--- src/rtl/sync_downcounter_4bit_pkg.sv ---
// Shared sizing defaults for the lab's synchronous counters.
package sync_downcounter_4bit_pkg;
    localparam int DEFAULT_WIDTH = 4;
    localparam int DEFAULT_MOD   = 16;
endpackage

--- src/rtl/sync_downcounter_4bit_t_ff_sync.sv ---
// Falling-edge T flip-flop with synchronous active-low clear (wins) and preset.
module t_ff_sync (
    input  logic i_clk,
    input  logic i_clr_bar,
    input  logic i_pre_bar,
    input  logic i_t,
    output logic o_q,
    output logic o_q_bar
);
    logic r_q;

    always_ff @(negedge i_clk) begin
        if (!i_clr_bar)      r_q <= 1'b0;
        else if (!i_pre_bar) r_q <= 1'b1;
        else if (i_t)        r_q <= ~r_q;
    end

    assign o_q     = r_q;
    assign o_q_bar = ~r_q;
endmodule

--- src/rtl/sync_downcounter_4bit.sv ---
// Synchronous modulo-MOD down counter built from T flip-flops sharing one falling clock edge.
module sync_downcounter_4bit
    import sync_downcounter_4bit_pkg::*;
#(
    parameter int WIDTH = DEFAULT_WIDTH,
    parameter int MOD   = DEFAULT_MOD
) (
    input  logic             clk,
    input  logic             clr_bar,
    input  logic             pre_bar,
    input  logic             en,
    input  logic             load,
    input  logic [WIDTH-1:0] din,
    output logic [WIDTH-1:0] Q,
    output logic [WIDTH-1:0] Q_bar,
    output logic             borrow,
    output logic             zero_pulse,
    output logic             load_err
);
    localparam logic [WIDTH-1:0] TOP   = WIDTH'(MOD - 1);
    localparam logic [WIDTH:0]   MOD_W = (WIDTH + 1)'(MOD);

    logic [WIDTH:0]   w_chain;
    logic [WIDTH-1:0] w_load_val;
    logic [WIDTH-1:0] w_t;
    logic             w_din_ok;
    logic             r_zero_pulse;
    logic             r_load_err;

    // Bit i toggles on a decrement exactly when every lower bit is zero.
    assign w_chain[0] = en;

    for (genvar i = 0; i < WIDTH; i++) begin : g_bit
        assign w_chain[i+1] = w_chain[i] & ~Q[i];

        // Bits that are 0 in MOD-1 get cleared through the toggle path instead.
        t_ff_sync u_tff (
            .i_clk     (clk),
            .i_clr_bar (clr_bar),
            .i_pre_bar (TOP[i] ? pre_bar : 1'b1),
            .i_t       (w_t[i]),
            .o_q       (Q[i]),
            .o_q_bar   (Q_bar[i])
        );
    end

    assign borrow     = w_chain[WIDTH];
    assign w_din_ok   = ({1'b0, din} < MOD_W);
    assign w_load_val = w_din_ok ? din : TOP;

    // Loads and the wrap are expressed as toggles towards the target value.
    always_comb begin
        w_t = w_chain[WIDTH-1:0];
        if (!pre_bar)    w_t = Q ^ TOP;
        else if (load)   w_t = Q ^ w_load_val;
        else if (borrow) w_t = TOP;
    end

    always_ff @(negedge clk) begin
        if (!clr_bar || !pre_bar) begin
            r_zero_pulse <= 1'b0;
            r_load_err   <= 1'b0;
        end else if (load) begin
            r_zero_pulse <= 1'b0;
            r_load_err   <= ~w_din_ok;
        end else begin
            r_zero_pulse <= en & (Q == WIDTH'(1));
            r_load_err   <= 1'b0;
        end
    end

    assign zero_pulse = r_zero_pulse;
    assign load_err   = r_load_err;
endmodule

--- config.mk ---
export PLATFORM = sky130hd
export DESIGN_NAME = sync_downcounter_4bit
export DESIGN_NICKNAME = d
export VERILOG_FILES = /design/src/rtl/sync_downcounter_4bit_pkg.sv /design/src/rtl/sync_downcounter_4bit_t_ff_sync.sv /design/src/rtl/sync_downcounter_4bit.sv
export SDC_FILE = /design/constraint.sdc
export NUM_CORES = 1
export LEC_CHECK = 0
export ABC_AREA = 1
export CAP_MARGIN = 0
export CORE_AREA = 3 3 40 42
export CTS_BUF_LIST = sky130_fd_sc_hd__clkbuf_4
export CTS_CLUSTER_DIAMETER = 120
export CTS_CLUSTER_SIZE = 12
export DETAILED_ROUTE_END_ITERATION = 6
export DIE_AREA = 0 0 43 45
export SLEW_MARGIN = 15
export SYNTH_ARGS = -nofsm -noshare
export SYNTH_HDL_FRONTEND = slang
export SYNTH_SLANG_ARGS = --single-unit
--- constraint.sdc ---
create_clock -name clk -period 1 [get_ports clk]
set_input_delay 0.3 -clock clk [delete_from_list [all_inputs] [get_ports clk]]
set_output_delay 0.3 -clock clk [all_outputs]
set_load 0.05 [all_outputs]
### Yosys cells after proc, flatten, opt, wreduce, memory -nomap -nowiden

Cells that the tools add are included.

* multiply operators: 0
* mux-type cells: 11
* shift-type cells: 0
* magnitude comparators: 0
* divide/modulo/power cells: 0
* bitwise logic cells: 11
* add/subtract/negate cells: 0
* eq/ne operators: 5
* reductions and logical operators: 4

Operators with widths (number)
* $mux W4: 3
* $mux W1: 8
* $ne A2 B1 Y1 const B: 4
* $and A1 B1 Y1: 5
* $eq A4 B1 Y1 const B: 1
* $not A1 Y1: 4
* $not A4 Y4: 1
* $xor A4 B4 Y4: 1
* $logic_not A1 Y1: 2
* $reduce_or A2 Y1: 1
* $logic_or A1 B1 Y1: 1

* bits in writable memories: 0
* output and inout port bits: 11
* bits in read-only memories: 0
* bits of input ports: 9
* flip-flop bits (word level): 5
* word-level logic and storage cells: 36
* memories kept: 0
* bits in latches: 0

### Longest topological paths before layout

Gate-level depths: netlist of run 1.

* depth in word-level cells: 10
* depth in mapped cells: 7
* gate-level depth less buffers: 7

### Cells and area by module

A second synthesis of run 1 with hierarchy kept.

* cell total of the unflattened synthesis: 85
* area total of the unflattened synthesis: 449.2 um^2

Modules (own cells, without submodules)
* t_ff_sync: cells an instance 10, times used 4, sequential area each 20.0 um^2, area an instance 58.8 um^2
* sync_downcounter_4bit: cells an instance 45, times used 1, sequential area each 20.0 um^2, area an instance 214.0 um^2

==> impl_results.md, run 1 <==
* Status: finished, violations left
* Failing checks: setup timing
* Distinct cells, synth at 15
* Worst R2R Path Depth at 9
* Hold path startpoint: g_bit[2].u_tff.o_q
* Startpoint types: flop
* Synth warn at 0
* Crit. End Element: primary output
* Htree depth at 1
* GRT Overall Usage at a little over an eighth
* Final worst slack at -0.994 ns
* Total via count in the routed design at between 400 and 500
* Clock sink count at 5
* Sw power at between 400 and 500 uW
* Switching share of total power at between 30% and 40%
* DR iter-0 viols at 8
* Ports at 20
* Final setup vio count at 14
* FF-to-FF End: g_bit[3].u_tff.o_q
* Commonest non-fill, non-tap cell in the layout: buf_4
* Initial Util at 26.8%
* WL met3 at 42 um
* Sequential share of power at between 20% and 30%
* Worst slack, placed at -0.944 ns
* Die footprint at ~1900 um^2
* I/O Buffers at 18
* Fillers at 121
* Register area share after synthesis at between 20% and 30%
* Register-to-Register Setup Slack at -0.34 ns
* Register bit total from synthesis at 5
* Max Transition Viols Final at 0
* Post-Route Skew at around 0.028 ns
* Global-route wire length before repair at around 1.8 mm
* Buffer depth of the longest clock path at 2
* CP required at roughly 0.70 ns
* Gate power share at 45.9%
* Synthesized instance count at 52
* Worst-path fanout max at 2
* Final nets at 98
* Drt pass-1 iters at 4
* Hold Slack at approximately 0.69 ns
* Met2 WL post-DR at 688 um
* Commonest cells after routing, fill and taps aside: buf_4, buf_12, buf_6
* Initial antenna violation count at 0
* Area growth syn-to-layout at 150%
* Post-synthesis average cell area at 6.62 um^2
* Hold Path Class: flop to flop
* Met1 WL at 402 um
* Cts hold-fix bufs at 0
* Setup_tns at -9.01 ns
* Finished Layout Cells at ~100
* Max Cap Violations at 0
* Rows at 13
* Skew-Pair Late Insertion Delay at approximately 0.33 ns
* Vias in the first global route at around 450
* WP data arrival at roughly 1.7 ns
* PD cells at roughly 1200 nW/um^2
* CTS tree: built
* Hold violation total from the final report at 0
* RSZ-0062 raised after global routing: true
* Pin count of the biggest net entering global routing at 6
* Final ANT Viol Nets at 0
* Post-detail-place hpwl at 670 um
* Routed wire per std cell at between 10 and 15 um
* Share of cells above drive strength 1 at between 60% and 70%
* Via/cell ratio at approximately 4.4
* GR Overflow Total at 0
* Core ar. at 1280 um^2
* RePlAce Congestion at between 0.6 and 0.7
* Net Count, Synth at between 60 and 70
* Worst Hold Depth at 4
* WL final at between 1 and 1.5 mm
* Placed cell count at between 80 and 90
* Uppermost routed layer: met4
* Clk slew on worst S/H paths at approximately 0.040 ns
* VDD IR max at about 720 uV
* Num CTS Buffers at 3
* Worst R2R Start: g_bit[2].u_tff.o_q
* Mapped Area at ~340 um^2
* DRC viols at 0
* Internal Dissipation at a little over 600 uW
* Final instance area at approximately 860 um^2
* Die height at between 40 and 50 um
* Area after DPL at slightly below 700 um^2
* Kind of critical path: flop to primary output
* Die X at approximately 43 um
* Share of total power in the clock network at 32.0%
* Min-Delay Endpoint: zero_pulse
* Clock Tree Root: clkbuf_4
* Static leakage at around 0.00041 uW
* Diode count at 0
[per-stage QoR]
stage          util (%)  power, uW
5_1_grt            66.9       1100
3_3_place_gp       53.2        655
6_report           66.9       1030
3_5_place_dp       53.2        659
4_1_cts            64.5        992
2_1_floorplan         -        507
[how the worst max path moves through the flow]
stage / startpoint / cells after the start / endpoint
detailed placement: en / 8 / g_bit[3].u_tff.o_q
global route: g_bit[2].u_tff.o_q / 5 / borrow
global placement: en / 8 / g_bit[3].u_tff.o_q
CTS: g_bit[2].u_tff.o_q / 5 / borrow
finish: g_bit[2].u_tff.o_q / 5 / borrow
floorplan: g_bit[0].u_tff.o_q / 3 / borrow
[layer usage]
layer | up-vias | GRT usage, %
met1 | 207 | 12.0
li1 | 225 | -
met4 | 0 | 10.8
met5 | - | 0
met2 | 15 | 26.0
met3 | 2 | 1.59
[critical path, stage by stage, from the launching register on]
cell	delay, ns
dfxtp_4	0.34
nor2_4	0.13
nand3_4	0.09
buf_6	0.13
clkinvlp_4	0.07
buf_12	0.13
[final cells by class]
| class | count | area, um^2 | share of cell area, % |
|---|---|---|---|
| multi-input cells | 28 | 171 | 19.9 |
| repair buffers | 37 | 450 | 52.4 |
| well taps | 15 | 18.8 | 2.18 |
| inverters | 9 | 60.1 | 6.99 |
| clock inverters | 6 | 22.5 | 2.62 |
| flip-flops and latches | 5 | 114 | 13.2 |
| clock buffers | 3 | 22.5 | 2.62 |
[Yosys cell counts (all sizes together)]
master	instances	share of area, %
a21oi	8	12
buf	9	20
conb	1	1.1
dfxtp	5	29
inv	10	11
nand2	8	8.7
nand3	2	4.4
nand4	1	1.8
nor2	5	8.4
nor3	1	1.5
o21ai	2	2.9
[registers in the layout, summed over array words and instances, names as in the netlist]
register         count
g_bit.u_tff.o_q      4
zero_pulse           1
[power groups by stage]
stage | Sequential (uW) | Combinational [uW] | Clock [uW]
global route | 228 | 494 | 379
global placement | 228 | 390 | 37.1
CTS | 226 | 449 | 317
floorplan | 235 | 234 | 37.1
finish | 227 | 471 | 328
detailed placement | 228 | 393 | 37.1
[repair_timing]
item                                    4_1_cts  5_1_grt
endpoints found under the setup margin       15       15
resized for setup                            32        9
buffers inserted                              8        5
pin swaps                                     8        4
[kinds of logic (layout without fill, tap and decap cells)]
logic type / Yosys count / count (layout) / synth area share (%)
buffers and inverters: 19 / 55 / 30.5
DFF: 5 / 5 / 29.1
other: 1 / 1 / 1.09
AOI/OAI and AO/OA: 10 / 10 / 14.5
and+or+nand+nor: 17 / 17 / 24.7
No activity file was read; power rests on OpenSTA's default activity.
==> inputs of run 2 (changes only) <==
--- a/config.mk
+++ b/config.mk
@@ -13,6 +13,7 @@
 export CTS_CLUSTER_SIZE = 12
 export DETAILED_ROUTE_END_ITERATION = 6
 export DIE_AREA = 0 0 43 45
+export SETUP_SLACK_MARGIN = 0.4
 export SLEW_MARGIN = 15
 export SYNTH_ARGS = -nofsm -noshare
 export SYNTH_HDL_FRONTEND = slang
==> impl_results.md, run 2 (synthesized netlist as in run 1, its figures left out) <==
* Diode count at 0 (unchanged)
* Die footprint at 1940 um^2 (unchanged)
* Final ANT Viol Nets at 0 (unchanged)
* Final nets at 101 (was 98)
* Global-route wire length before repair at 1.87 mm (was 1.82 mm)
* Clock Tree Root: clkbuf_4 (unchanged)
* Multi-input logic area at 171 um^2 (unchanged)
* Max Cap Violations at 0 (unchanged)
* Total via count in the routed design at 449 (unchanged)
* Hold Path Class: flop to flop (unchanged)
* Initial antenna violation count at 0 (unchanged)
* Clk slew on worst S/H paths at 0.04 ns (about the same)
* Buffer depth of the longest clock path at 2 (unchanged)
* WL met3 at 47 um (was 42 um)
* Htree depth at 1 (unchanged)
* WP data arrival at 1.72 ns (was 1.69 ns)
* Worst-path fanout max at 2 (unchanged)
* Commonest non-fill, non-tap cell in the layout: buf_6 (was buf_4)
* Met1 WL at 410 um (was 402 um)
* I/O Buffers at 18 (unchanged)
* Rows at 13 (unchanged)
* Met2 WL post-DR at 724 um (was 688 um)
* Ports at 20 (unchanged)
* Final setup vio count at 15 (was 14)
* RSZ-0062 raised after global routing: true (unchanged)
* Fillers at 103 (was 121)
* Static leakage at 0.000432 uW (was 0.000409 uW)
* Skew-Pair Late Insertion Delay at 0.33 ns (about the same)
* Failing checks: setup timing (unchanged)
* DRC viols at 0 (unchanged)
* PD cells at 1170 nW/um^2 (was 1190 nW/um^2)
* Setup_tns at -9.52 ns (was -9.01 ns)
* GR Overflow Total at 0 (unchanged)
* GRT Overall Usage at 13.5% (was 13.2%)
* Status: finished, violations left (unchanged)
* Share of cells above drive strength 1 at 65.9% (was 64.8%)
* Num CTS Buffers at 3 (unchanged)
* Drt pass-1 iters at 4 (unchanged)
* Vias in the first global route at 467 (was 453)
* Max reg flops at 4 (unchanged)
* VDD IR max at 671 uV (was 717 uV)
* Pin count of the biggest net entering global routing at 6 (unchanged)
* Initial Util at 26.8% (unchanged)
* Die height at 45 um (unchanged)
* Post-detail-place hpwl at 670 um (unchanged)
* Worst slack, placed at -0.944 ns (unchanged)
* Cts hold-fix bufs at 0 (unchanged)
* Kind of critical path: flop to primary output (unchanged)
* CP required at 0.70 ns (about the same)
* CTS tree: built (unchanged)
* Routed wire per std cell at 11.2 um (was 11.1 um)
* Tot Pwr at 1050 uW (was 1030 uW)
* Final core utilization at 69.9% (was 66.9%)
* Die X at 43 um (unchanged)
* Via/cell ratio at 4.24 (was 4.36)
* Area growth syn-to-layout at 161% (was 150%)
* Uppermost routed layer: met3 (was met4)
* Core ar. at 1280 um^2 (unchanged)
* Hold violation total from the final report at 0 (unchanged)
* DR iter-0 viols at 15 (was 8)
* Crit. End Element: primary output (unchanged)
* WL final at 1.18 mm (was 1.15 mm)
* Startpoint types: flop (unchanged)
* Final worst slack at -1.02 ns (was -0.994 ns)
* RePlAce Congestion at 0.689 (unchanged)
* Sequential Area at 114 um^2 (unchanged)
* Post-Route Skew at 0.0331 ns (was 0.0284 ns)
* Placed cell count at 86 (unchanged)
* Commonest cells after routing, fill and taps aside: buf_6, buf_4, buf_12 (was buf_4, buf_12, buf_6)
* Finished Layout Cells at 106 (was 103)
* Max Transition Viols Final at 0 (unchanged)
* Clock sink count at 5 (unchanged)
[run 2: what timing repair did]
item                       in CTS  in global routing
setup buffers                   8                  4
resized for setup              33                  7
pin swaps                       8                  3
setup endpoints to repair      15                 15
[run 2: stage by stage]
stage          hold slack, ns  cell area (um^2)
2_1_floorplan           0.482               414
3_3_place_gp            0.530               683
3_5_place_dp            0.532               683
4_1_cts                 0.651               840
5_1_grt                 0.728               898
6_report                0.702               898
[run 2: critical path, cell delays in order (launching register included)]
cell and delay [ns]:
dfxtp_4 0.35, nor2_4 0.14, nand3_4 0.10, buf_6 0.13
clkinvlp_4 0.07, buf_12 0.13
[run 2: path summary, 6_finish.rpt]
kind                      startpoint                  to  slack [ns]  cells after the start
hold reg to reg   g_bit[1].u_tff.o_q          zero_pulse        0.70                      4
setup / recovery  g_bit[2].u_tff.o_q              borrow       -1.02                      5
setup reg to reg  g_bit[2].u_tff.o_q  g_bit[3].u_tff.o_q       -0.38                      9
hold / removal    g_bit[1].u_tff.o_q          zero_pulse        0.70                      4
[run 2: routing by layer]
metal | track usage [%] | vias up
met5 | 0 | -
met1 | 12.3 | 199
met2 | 26.6 | 17
li1 | - | 233
met4 | 10.8 | 0
met3 | 1.59 | 0
[run 2: final cells by class]
| type | count | share of cell area (%) |
|---|---|---|
| clock buffer | 3 | 2.51 |
| tap | 15 | 2.09 |
| multi-input combinational | 28 | 19.1 |
| timing repair buffer | 40 | 54.5 |
| inverter | 9 | 6.69 |
| sequential | 5 | 12.7 |
| clock inverter | 6 | 2.51 |
[run 2: where the power goes]
group | internal (uW) | leakage [uW] | switching (uW) | total (uW)
Clock | 169 | 0.0000458 | 163 | 332
Sequential | 212 | 0.0000437 | 14.6 | 227
Combinational | 256 | 0.000342 | 237 | 493
==> inputs of run 3 (changes only) <==
--- a/config.mk
+++ b/config.mk
@@ -7,13 +7,13 @@
 export LEC_CHECK = 0
 export ABC_AREA = 1
 export CAP_MARGIN = 0
-export CORE_AREA = 3 3 40 42
+export CORE_AREA = 4 4 41 43
 export CTS_BUF_LIST = sky130_fd_sc_hd__clkbuf_4
 export CTS_CLUSTER_DIAMETER = 120
 export CTS_CLUSTER_SIZE = 12
 export DETAILED_ROUTE_END_ITERATION = 6
-export DIE_AREA = 0 0 43 45
-export SETUP_SLACK_MARGIN = 0.4
+export DIE_AREA = 0 0 45 47
+export SETUP_SLACK_MARGIN = 0.15
 export SLEW_MARGIN = 15
 export SYNTH_ARGS = -nofsm -noshare
 export SYNTH_HDL_FRONTEND = slang
==> impl_results.md, run 3 (synthesized netlist as in run 1, its figures left out) <==
* Status: finished, violations left (unchanged)
* Failing checks: setup timing (unchanged)
* Hold Path Class: flop to flop (unchanged)
* Pin count of the biggest net entering global routing at 6 (unchanged)
* Initial Util at 26.4% (was 26.8%)
* VDD IR max at 661 uV (was 671 uV)
* CP cell instances: nor2_4 -> nand3_2 -> buf_6 -> clkinvlp_4 -> buf_12 (was nor2_4 -> nand3_4 -> buf_6 -> clkinvlp_4 -> buf_12)
* Register-to-Register Setup Slack at -0.17 ns (was -0.38 ns)
* Hold violation total from the final report at 0 (unchanged)
* Initial antenna violation count at 0 (unchanged)
* CTS tree: built (unchanged)
* Die footprint at 2120 um^2 (was 1940 um^2)
* Commonest cells after routing, fill and taps aside: buf_6, buf_12, buf_4 (was buf_6, buf_4, buf_12)
* Worst R2R Path Depth at 9 (unchanged)
* Share of cells above drive strength 1 at 65.9% (about the same)
* Max Transition Viols Final at 0 (unchanged)
* Clock sink count at 5 (unchanged)
* Buffer depth of the longest clock path at 2 (unchanged)
* Setup_tns at -9.11 ns (was -9.52 ns)
* Diode count at 0 (unchanged)
* Vias in the first global route at 409 (was 467)
* Hold path startpoint: g_bit[0].u_tff.o_q (was g_bit[1].u_tff.o_q)
* Fillers at 113 (was 103)
* Commonest non-fill, non-tap cell in the layout: buf_6 (unchanged)
* Buffers & Inverters on Critical Path at 3 (unchanged)
* Crit. End Element: primary output (unchanged)
* FF-to-FF End: g_bit[2].u_tff.o_q (was g_bit[3].u_tff.o_q)
* RePlAce Congestion at 0.702 (was 0.689)
* PD cells at 1160 nW/um^2 (was 1170 nW/um^2)
* Final worst slack at -0.955 ns (was -1.02 ns)
* WL final at 1.01 mm (was 1.18 mm)
* Clock Tree Root: clkbuf_4 (unchanged)
* Final nets at 98 (was 101)
* Routed wire per std cell at 9.83 um (was 11.2 um)
* Multi-input logic area at 170 um^2 (was 171 um^2)
* Sequential Area at 111 um^2 (was 114 um^2)
* Hold Slack at 0.630 ns (was 0.702 ns)
* Worst R2R Start: g_bit[0].u_tff.o_q (was g_bit[2].u_tff.o_q)
* Total via count in the routed design at 431 (was 449)
* Slowest-stage cell, CP: dfxtp_2 (was dfxtp_4)
* RSZ-0062 raised after global routing: true (unchanged)
* Die height at 47 um (was 45 um)
* Htree depth at 1 (unchanged)
* Critical path's top delay family: flip-flops (unchanged)
* CP required at 0.70 ns (about the same)
* DRC viols at 0 (unchanged)
* Global-route wire length before repair at 1.48 mm (was 1.87 mm)
* Max Cap Violations at 0 (unchanged)
* Post-detail-place hpwl at 664 um (was 670 um)
* Worst-path fanout max at 2 (unchanged)
* Num CTS Buffers at 3 (unchanged)
* Die X at 45 um (was 43 um)
* GR Overflow Total at 0 (unchanged)
* GRT Overall Usage at 9.95% (was 13.5%)
* Final setup vio count at 15 (unchanged)
* Area growth syn-to-layout at 153% (was 161%)
* WP data arrival at 1.65 ns (was 1.72 ns)
* Via/cell ratio at 4.18 (was 4.24)
* Ports at 20 (unchanged)
* Drt pass-1 iters at 4 (unchanged)
* I/O Buffers at 18 (unchanged)
* Kind of critical path: flop to primary output (unchanged)
* Worst Hold Depth at 3 (was 4)
* Post-Route Skew at 0.00457 ns (was 0.0331 ns)
* Final core utilization at 66.8% (was 69.9%)
* Rows at 13 (unchanged)
* Core ar. at 1300 um^2 (was 1280 um^2)
* Skew-Pair Late Insertion Delay at 0.30 ns (was 0.33 ns)
* Static leakage at 0.000418 uW (was 0.000432 uW)
* Startpoint types: flop (unchanged)
* DR iter-0 viols at 2 (was 15)
* Final ANT Viol Nets at 0 (unchanged)
* CP max stage delay at 0.32 ns (was 0.35 ns)
* Clk slew on worst S/H paths at 0.03 ns (was 0.04 ns)
* Cts hold-fix bufs at 0 (unchanged)
* Min-Delay Endpoint: zero_pulse (unchanged)
* Max reg flops at 4 (unchanged)
-- run 3: cell count changes in the layout (fill, tap and decap cells not counted), moves of 2 or more --
| cell | previous run | this run |
|---|---|---|
| nand3_2 | 0 | 2 |
| nand2_1 | 7 | 5 |
| nand2_2 | 1 | 3 |
| buf_4 | 11 | 9 |
-- run 3: what timing repair did --
item	in CTS	in global routing
cloned	0	0
gates resized for setup	26	12
setup endpoints to repair	15	15
pin swaps	7	9
setup buffers	3	5
-- run 3: worst register-to-register path: stages (launching register included) --
cell and delay, ns:
dfxtp_2 0.35, nor2_4 0.05, buf_4 0.13, buf_6 0.10, buf_6 0.12, nand2_2 0.05
nand2_1 0.04, nand2_1 0.07, nand2_2 0.06, a21oi_2 0.12
-- run 3: worst max-delay path by stage --
stage                       start                 end  slack [ns]  cells after the start
3_3_place_gp                   en  g_bit[3].u_tff.o_q       -0.89                      8
5_1_grt        g_bit[2].u_tff.o_q              borrow       -1.04                      5
3_5_place_dp                   en  g_bit[3].u_tff.o_q       -0.92                      8
6_report       g_bit[1].u_tff.o_q              borrow       -0.95                      5
2_1_floorplan  g_bit[0].u_tff.o_q              borrow       -0.55                      3
4_1_cts        g_bit[0].u_tff.o_q              borrow       -0.97                      5
-- run 3: power breakdown --
group / total (uW) / switching, uW / internal (uW)
Sequential: 228 / 14.0 / 214
Clock: 302 / 134 / 168
Combinational: 477 / 230 / 247
Total: 1010 / 378 / 629
-- run 3: per-layer routing --
metal | wire [um] | GRT usage [%] | vias to the layer above
met1 | 359 | 8.64 | 187
met4 | 21 | 8.77 | 0
li1 | - | - | 225
met3 | 59 | 2.68 | 2
met2 | 571 | 18.6 | 17
met5 | 0 | 0 | -
-- run 3: area by class of cell --
type / count / area share [%]
inverter: 9 / 6.91
tap: 15 / 2.16
clock buffer: 3 / 2.59
clock inverter: 6 / 2.59
sequential: 5 / 12.8
timing repair buffer: 37 / 53.4
multi-input combinational: 28 / 19.6
-- run 3: metrics by stage --
stage | cells | total power [uW] | instance area, um^2 | setup slack, ns
2_1_floorplan | 52 | 507 | 414 | -0.552
3_3_place_gp | 87 | 661 | 691 | -0.893
3_5_place_dp | 87 | 664 | 691 | -0.921
4_1_cts | 98 | 978 | 800 | -0.971
5_1_grt | 103 | 1090 | 870 | -1.04
6_report | 103 | 1010 | 870 | -0.955
